### config.mk
export PLATFORM = sky130hd
export DESIGN_NAME = mod99_dncnt_ctrl
export DESIGN_NICKNAME = d
export VERILOG_FILES = /design/src/rtl/mod99_dncnt_ctrl.sv
export SDC_FILE = /design/constraint.sdc
export NUM_CORES = 1
export LEC_CHECK = 0
export ABC_AREA = 1
export BUFFER_PORTS_ARGS = -buffer_cell sky130_fd_sc_hd__buf_2
export CORE_ASPECT_RATIO = 1.75
export CORE_MARGIN = 3
export CORE_UTILIZATION = 45
export DETAILED_ROUTE_END_ITERATION = 10
export HOLD_SLACK_MARGIN = 0.02
export PLACE_DENSITY = 0.84
export SLEW_MARGIN = 20
export SYNTH_ARGS = -nofsm -noshare
export SYNTH_HDL_FRONTEND = slang
export SYNTH_SLANG_ARGS = --single-unit
### constraint.sdc
create_clock -name clk -period 2.6 [get_ports clk]
set_clock_uncertainty 0.15 [all_clocks]
set_input_delay 0.13 -clock clk [delete_from_list [all_inputs] [get_ports clk]]
set_output_delay 0.13 -clock clk [all_outputs]
set_load 0.01 [all_outputs]
### src/rtl/mod99_dncnt_ctrl.sv
// Sequencer for the mod-99 down counter: owns the count register, feeds the
// external ripple subtractor (count - 1) and commits its difference on each prescaled tick.
module mod99_dncnt_ctrl #(
    parameter int MODULUS  = 99,
    parameter int WIDTH    = 7,
    parameter int TICK_DIV = 1
) (
    input  logic             clk,
    input  logic             rst_n,
    input  logic             load,
    input  logic [WIDTH-1:0] load_val,
    input  logic             start,
    input  logic             stop,
    input  logic             auto_reload,
    output logic [WIDTH-1:0] sub_a,
    output logic [WIDTH-1:0] sub_b,
    input  logic [WIDTH-1:0] sub_diff,
    output logic [WIDTH-1:0] count,
    output logic             busy,
    output logic             done,
    output logic             tc
);

    typedef enum logic [1:0] {
        IDLE = 2'd0,
        RUN  = 2'd1,
        HOLD = 2'd2,
        DONE = 2'd3
    } state_t;

    localparam logic [WIDTH-1:0] CNT_MAX = WIDTH'(MODULUS - 1);
    localparam logic [7:0]       PS_MAX  = 8'(TICK_DIV - 1);

    state_t           state, state_nxt;
    logic [7:0]       prescaler, prescaler_nxt;
    logic [WIDTH-1:0] count_nxt;
    logic [WIDTH-1:0] load_clamped;
    logic             tc_nxt;
    logic             tick;

    assign sub_a        = count;
    assign sub_b        = WIDTH'(1);
    assign load_clamped = (load_val > CNT_MAX) ? CNT_MAX : load_val;
    assign tick         = (state == RUN) && (prescaler == PS_MAX);
    assign busy         = (state == RUN);
    assign done         = (state == DONE);

    // NOTE: every output of this block gets a default first so no path leaves it unassigned (no latches).
    always_comb begin
        state_nxt     = state;
        count_nxt     = count;
        prescaler_nxt = prescaler;
        tc_nxt        = 1'b0;
        case (state)
            IDLE: begin
                if (load) begin
                    count_nxt     = load_clamped;
                    prescaler_nxt = '0;
                end
                if (start) state_nxt = RUN;
            end
            HOLD: begin
                if (load) begin
                    count_nxt     = load_clamped;
                    prescaler_nxt = '0;
                end
                if (start && !stop) state_nxt = RUN;
            end
            DONE: begin
                if (load) begin
                    count_nxt     = load_clamped;
                    prescaler_nxt = '0;
                    state_nxt     = HOLD;
                end
                if (start) state_nxt = RUN;
            end
            RUN: begin
                // A cycle in which stop is sampled still counts as a RUN cycle.
                prescaler_nxt = tick ? '0 : prescaler + 8'd1;
                if (stop) state_nxt = HOLD;
                if (tick) begin
                    if (count != '0) begin
                        count_nxt = sub_diff;
                    end else if (auto_reload) begin
                        count_nxt = CNT_MAX;
                        tc_nxt    = 1'b1;
                    end else begin
                        tc_nxt    = 1'b1;
                        state_nxt = DONE;
                    end
                end
            end
            default: state_nxt = IDLE;
        endcase
    end

    // NOTE: sequential state uses non-blocking assignments so all registers update together at the edge.
    always_ff @(posedge clk or negedge rst_n) begin
        if (!rst_n) begin
            state     <= IDLE;
            count     <= '0;
            prescaler <= '0;
            tc        <= 1'b0;
        end else begin
            state     <= state_nxt;
            count     <= count_nxt;
            prescaler <= prescaler_nxt;
            tc        <= tc_nxt;
        end
    end

endmodule

* After elaboration in Yosys (flattened, before gate mapping) *
Cells that the tools add are included.

operators by class
  add/sub/neg operators = 1
  $lt $le $gt $ge = 1
  eq/ne operators = 9
  multiplexer cells = 21
  reduce and logical (&&, ||, !) cells = 9

operator list
  cell                                           count
  two-way mux 7 bit                              5
  two-way mux 2 bit                              8
  two-way mux 8 bit                              2
  one-hot mux 8 bit (2 select lines)             1
  one-hot mux 7 bit (2 select lines)             1
  adder 8 x 1 -> 8 bit, second input constant    1
  zero test 8 bit                                1
  one-hot mux 2 bit (4 select lines)             1
  > comparator 7 bit, second input constant      1
  nonzero test 7 bit                             1
  AND reduction 3 bit                            2
  == test 2 bit, second input constant           2
  != test 2 x 1 -> 1 bit, second input constant  2
  != test 2 bit, second input constant           2
  two-way mux 1 bit                              3
  != test 3 x 2 -> 1 bit, second input constant  1
  != test 3 bit, second input constant           1
  OR reduction 3 bit                             1
  == test 2 x 1 -> 1 bit, second input constant  1
  logical AND 1 bit                              2
  zero test 2 bit                                1
  zero test 1 bit                                1

word-level totals
  bits in registers = 18
  input bits = 20
  output and inout port bits = 24
  logic and storage cells = 45

* Longest topological paths before layout *
Gate-level depths: netlist of the first run.

  depth in word-level cells = 5
  depth in mapped cells = 10

* Worst setup path before layout of the first run *
Ideal clock, no wire load.

  path type = register to register
  start = register prescaler[0]
  end = register count[4]
  setup time = 74 ps
  arrival time = 1230 ps
  setup slack = 1146 ps
  stages on the path, launching flop included = 11
  period minus slack after synthesis = 1454 ps
  path through = dfrtp_1 > inv_1 > ha_1 > nand2_1 > nor2_4 > nand2_4 > nand2_8 > nand2_4 > nor2_8 > nand2_1 > o21ai_2

between the ends
  cells in the longest elaborated chain, start to end = 4

RTL lines
  item                              RTL line  RTL
  from (decl)                       35        logic [7:0] prescaler, prescaler_nxt;
  from (signal assigned)            107       prescaler <= prescaler_nxt;
  zero test 8 bit                   44        assign tick = (state == RUN) && (prescaler == PS_MAX);
  logical AND 1 bit                 44
  != test 2 x 1 -> 1 bit (no line)  -
  AND reduction 3 bit (no line)     -
  to (signal assigned)              106       count <= count_nxt;
  to (decl)                         18        output logic [WIDTH-1:0] count,

Every way passes these cells.
A chain may end at the register's enable or synchronous reset.

* Final worst setup path of the first run *
  start = register prescaler[0]
  end = register count[5]

Same word-level chain as after synthesis.

==> summary.txt, run 1 <==
outcome -> finished clean
total vias in the final route -> 1,193
drt via density -> 5.279
Detail Placement HPWL -> 2.268 mm
Clock Pin Slew Worst Setup and Hold Paths -> 0.07 ns
Die X -> 46.63 um
Post-synth EDFFs -> 0
register bit total from synthesis -> 18
final hold vios -> 0
latest clock arrival within the worst-skew pair -> 0.25 ns
Sink Count -> 18
DRC errors left -> 0
Yosys cell types -> 33
Post-DRT Antenna Nets -> 0
Routed wire per std cell -> 12.69 um
Die ar. -> 3595 sq um
CTS resizes -> 0
Post-synth top flop -> dfrtp_1
Synth top area share -> 34.65%
DRT Pass-1 Iters -> 4
TritonCTS Buffers -> 3
total number of yosys warnings -> 0
RR Startpoint -> prescaler[0]
critical path class -> flip-flop to flip-flop
cells taking the most area after synthesis -> dfrtp_1 (35%), nand2_1 (11%), buf_4 (8.7%)
Starting Density -> 47.77%
Min-Delay Path Class -> input pin to flip-flop
1st-iter DRT viols -> 32
Setup TNS Final -> 0 ns
final net count -> 222
crit-path max FO -> 9
I/O Pins -> 44
Worst path max stage delay -> 0.42 ns
first-pass GRT wire length -> 4.761 mm
cells after synthesis -> 169
htree depth -> 1
# diodes -> 0
minimum clock period after layout -> 1.586 ns
vias in the first global route -> 1,105
final setup violating endpoints -> 0
Post-DP Area -> 1409 sq um
gr ovfl total -> 0
Total GRT Usage -> 17.25%
cts hold-fix bufs -> 1
largest net degree at the start of global routing -> 19
RePlAce Congestion -> 0.8217
setup bufs post-CTS -> 0
CP cell instances -> inv_1, ha_1, nand2_1, nor2_4, nand2_4, nand2_8, nand3_4, nand2_1, o21ai_1
area leader, netlist -> dfrtp_1
# port buffers -> 36
clock tree buffer depth -> 2
Slew Limit Fails -> 0
Core Region -> 2721 sq um
WP data required -> 2.59 ns
maxcap violations -> 0
CP startpoint kind -> flip-flop
share of cells above drive strength 1 -> 29.15%
initial antenna violation count -> 0
crit path from -> prescaler[0]
Post-Route WL -> 2.868 mm
cell mode on critical path -> nand2_1
Pleak -> 0.0007965 uW
Syn Std Cell Area -> 1300 sq um
Critical Path End Type -> flip-flop
Peak VDD IR -> 0.0006397 V
CTS tree -> done
hold_sp -> start
FILL cells -> 261
Design Area, Final -> 1474 sq um
Die Height -> 77.10 um
PwrDens -> 874.4 nW/um^2
Synth Area per Inst -> 7.692 sq um
part of the Yosys area used for sequential elements -> 34.65%
Critical Path AT -> 1.57 ns
Achievable Freq -> 630.5 MHz
Worst path slowest cell -> dfrtp_1
unrepaired setup endpoints after global routing -> no
FFs w/ async S/R, synth -> 100.0%
Final period util -> 61.00%
clock root cell -> clkbuf_8
area grow syn2layout -> 13.38%
row cnt -> 25
==> cells by family (layout without fill, tap and decap cells) <==
logic type,Yosys count,after routing,synth area share [%]
other,2,7,0.5777
AOI/OAI and AO/OA,19,19,8.373
buffers and inverters,34,59,15.30
and+or+nand+nor,92,92,37.83
xor gates and xnor gates,2,2,1.348
adders and majority gates,2,2,1.925
DFF,18,18,34.65
==> cell type report <==
type	count	area, sq um	area share (%)
Multi-Input combinational cell	122	669.4	45.42
Timing Repair Buffer	37	190.2	12.90
Inverter	18	75.07	5.093
Clock buffer	4	55.05	3.735
Sequential cell	18	450.4	30.56
Tap cell	27	33.78	2.292
==> routing by layer <==
layer,global-route usage [%],up-vias,part of all wire (%)
li1,-,592,-
met1,20.50,551,38
met2,29.83,40,55
met3,2.347,10,4.7
met4,6.094,0,3.1
met5,0,-,0
==> critical path: cells and delay by family (launching register included) <==
family / cells / cell delay, ns
compound gates: 1 / 0.05
simple gates: 6 / 0.61
buf+inv: 1 / 0.08
fa+ha+maj: 1 / 0.17
flops: 1 / 0.42
==> cell usage in the layout, fill, tap and decap left out <==
master / count
nand2_1: 39
inv_2: 5
nand3_4: 1
buf_2: 36
nand4_1: 2
o22ai_1: 4
conb_1: 7
o21ai_2: 1
nand3_1: 21
inv_4: 1
nor4_1: 1
ha_1: 2
a21oi_1: 1
nor2_1: 14
a21o_1: 1
inv_6: 1
xnor2_1: 1
nand2_2: 1
nand2_4: 3
or2_1: 1
a22oi_1: 1
clkinv_1: 1
nand2_8: 1
xor2_1: 1
clkbuf_8: 4
nor2_4: 2
inv_1: 10
dfrtp_1: 18
o21ai_0: 8
dlygate4sd3_1: 1
nand3b_1: 1
o21ai_1: 3
nor3_1: 3
nor2_8: 2
==> cell usage after synthesis (all sizes together) (2+ instances only) <==
library cell  number
ha                 2
nand3             22
o22ai              4
nor2              18
nor3               3
buf               16
dfrtp             18
conb               2
inv               17
nand4              2
o21ai             12
nand2             44
==> sequential cells by signal, summed over array words and instances, names as in the netlist <==
register,cells
tc,1
count,7
prescaler,8
state,2
==> report_power, final <==
| part | switching (uW) | total (uW) | internal [uW] |
|---|---|---|---|
| combinational | 409 | 641 | 232 |
| clock | 94.2 | 229 | 134 |
| sequential | 67.6 | 419 | 352 |
==> path summary, 6_finish.rpt <==
check                      slack, ns  cells past startpoint           end
min in group asynchronous       0.20                      2      count[0]
max                             1.01                      9      count[5]
max in group asynchronous       1.80                      2  prescaler[1]
min reg2reg                     0.37                      2      count[0]
max reg2reg                     1.01                      9      count[5]
min                             0.03                      4      state[0]
==> per-stage QoR <==
step	power, uW	hold slack, ns	setup slack (ns)	std cells	util, %
floorplan	957.6	-0.3156	1.146	174	-
global placement	1055	-0.06186	1.079	221	51.77
detailed placement	1068	-0.05660	1.032	221	51.77
CTS	1301	0.03666	1.012	226	54.16
global route	1386	0.06178	0.9091	226	54.16
finish	1289	0.03080	1.014	226	54.16
No activity file was read; power rests on OpenSTA's default activity.
==> run 2: changes to the inputs <==
--- a/config.mk
+++ b/config.mk
@@ -12,7 +12,7 @@
 export CORE_UTILIZATION = 45
 export DETAILED_ROUTE_END_ITERATION = 10
 export HOLD_SLACK_MARGIN = 0.02
-export PLACE_DENSITY = 0.84
+export PLACE_DENSITY = 0.87
 export SLEW_MARGIN = 20
 export SYNTH_ARGS = -nofsm -noshare
 export SYNTH_HDL_FRONTEND = slang
==> constraint.sdc (replaced) <==
create_clock -name clk -period 1.4 [get_ports clk]
set_clock_uncertainty 0.15 [all_clocks]
set_input_delay 0.07 -clock clk [delete_from_list [all_inputs] [get_ports clk]]
set_output_delay 0.07 -clock clk [all_outputs]
set_load 0.01 [all_outputs]
==> summary.txt, run 2 (same netlist as run 1, synthesis figures left out) <==
gr ovfl total -> 0
outcome -> finished, violations left
clock root cell -> clkbuf_8
total vias in the final route -> 1,450
Starting Density -> 47.77%
WHS -> -0.002259 ns
commonest non-fill, non-tap cell in the layout -> buf_2
first-pass GRT wire length -> 6.182 mm
Die X -> 46.63 um
Clock Pin Slew Worst Setup and Hold Paths -> 0.07 ns
# port buffers -> 36
row cnt -> 25
DRT Pass-1 Iters -> 5
Design Area, Final -> 1897 sq um
largest reg by FF count -> prescaler
RR Startpoint -> prescaler[1]
Place WS -> -0.07525 ns
R2R Setup Slk -> -0.15 ns
drt via density -> 5.492
max reg flops -> 8
Core Region -> 2721 sq um
Post-DP Area -> 1546 sq um
PwrDens -> 1575 nW/um^2
TritonCTS Buffers -> 3
Final period util -> 110.6%
final hold vios -> 1
share of cells above drive strength 1 -> 41.35%
WHS Endpoint -> prescaler[0]
Peak VDD IR -> 0.001145 V
crit-path max FO -> 5
hold_sp -> load
Routed wire per std cell -> 15.89 um
Achievable Freq -> 645.6 MHz
DRC errors left -> 0
CTS tree -> done
Total GRT Usage -> 23.30%
final worst slack -> -0.1489 ns
final net count -> 260
Pleak -> 0.0009894 uW
Slew Limit Fails -> 0
maxcap violations -> 0
Top Registers -> prescaler (8), count (7), state (2)
Die ar. -> 3595 sq um
# diodes -> 0
RePlAce Congestion -> 0.8006
worst hold path depth -> 4
largest net degree at the start of global routing -> 19
minimum clock period after layout -> 1.549 ns
reg2reg path depth -> 10
Post-Route WL -> 4.195 mm
Die Height -> 77.10 um
Min-Delay Path Class -> input pin to flip-flop
CP startpoint kind -> flip-flop
Post-DRT Antenna Nets -> 0
latest clock arrival within the worst-skew pair -> 0.27 ns
most frequent cells in the layout -> buf_2 (35), nand2_1 (34), buf_4 (22), nand3_1 (20), dfrtp_1 (18)
Critical Path End Type -> flip-flop
Detail Placement HPWL -> 2.400 mm
initial antenna violation count -> 0
WP data required -> 1.45 ns
I/O Pins -> 44
vias in the first global route -> 1,436
final setup violating endpoints -> 16
FILL cells -> 197
htree depth -> 1
failing checks -> hold timing, setup timing
1st-iter DRT viols -> 62
Sink Count -> 18
unrepaired setup endpoints after global routing -> yes
area grow syn2layout -> 45.91%
clock tree buffer depth -> 2
FF-to-FF End -> count[4]
critical path class -> flip-flop to flip-flop
Critical Path AT -> 1.60 ns
[run 2: changes by cell type in the layout (fill, tap and decap cells not counted), sizes merged]
cell	previous run	this run
buf	36	60
clkbuf	4	5
dlygate4sd3	1	14
[run 2: worst max path at each step]
stage	from	slack [ns]	end	cells after the start
after floorplan	prescaler[0]	-0.03	count[4]	10
after global placement	prescaler[0]	-0.03	count[4]	10
after detailed placement	prescaler[1]	-0.08	count[4]	10
after CTS	prescaler[1]	-0.12	count[4]	10
after global routing	prescaler[1]	-0.22	count[4]	10
final	prescaler[1]	-0.15	count[4]	10
[run 2: area by class of cell]
class | count | area, sq um | share of cell area (%)
clock buffers | 4 | 55.05 | 2.902
inverters | 18 | 82.58 | 4.354
multi-input cells | 122 | 732.0 | 38.59
flip-flops and latches | 18 | 450.4 | 23.75
well taps | 27 | 33.78 | 1.781
repair buffers | 75 | 543.0 | 28.63
[run 2: critical path, stage by stage (launching register included)]
cell	delay, ns
dfrtp_1	0.40
inv_2	0.09
ha_4	0.15
nand2_4	0.05
nor2_4	0.12
nand2_4	0.09
nand2_8	0.09
nand2_4	0.06
nor2_8	0.16
nand2_2	0.07
o21ai_2	0.05
[run 2: power breakdown]
part	leakage, uW	switching [uW]	internal [uW]	total (uW)
registers	0.000235	91.3	653	744
logic	0.000726	995	810	1800
clock network	0.0000288	188	251	439
total	0.000989	1270	1710	2990
[run 2: per-layer routing]
metal  global-route usage [%]  wire length [um]  vias to the layer above
met5                        0                 0                        -
met4                    13.30               247                        0
met3                    4.460               275                       32
met2                    39.09              2302                       76
met1                    25.48              1369                      676
li1                         -                 -                      666
[run 2: per-stage QoR]
step	util, %	std cells	hold WS [ns]	power [uW]	TNS, ns
floorplan	-	174	-0.3756	1778	-0.08191
global placement	56.83	239	-0.1246	2143	-0.1711
detailed placement	56.83	239	-0.1216	2186	-0.5505
CTS	64.46	258	0.02686	2655	-1.134
global route	69.70	264	0.02483	3207	-2.422
finish	69.70	264	-0.002259	2987	-1.419
[run 2: timing repair]
| action | CTS | global route |
|---|---|---|
| pin swaps | 0 | 12 |
| endpoints found under the setup margin | 15 | 17 |
| setup buffers | 1 | 6 |
| hold endpoints to repair | 27 | 0 |
| gates cloned | 0 | 1 |
| hold buffers | 14 | 0 |
| gates resized for setup | 2 | 24 |
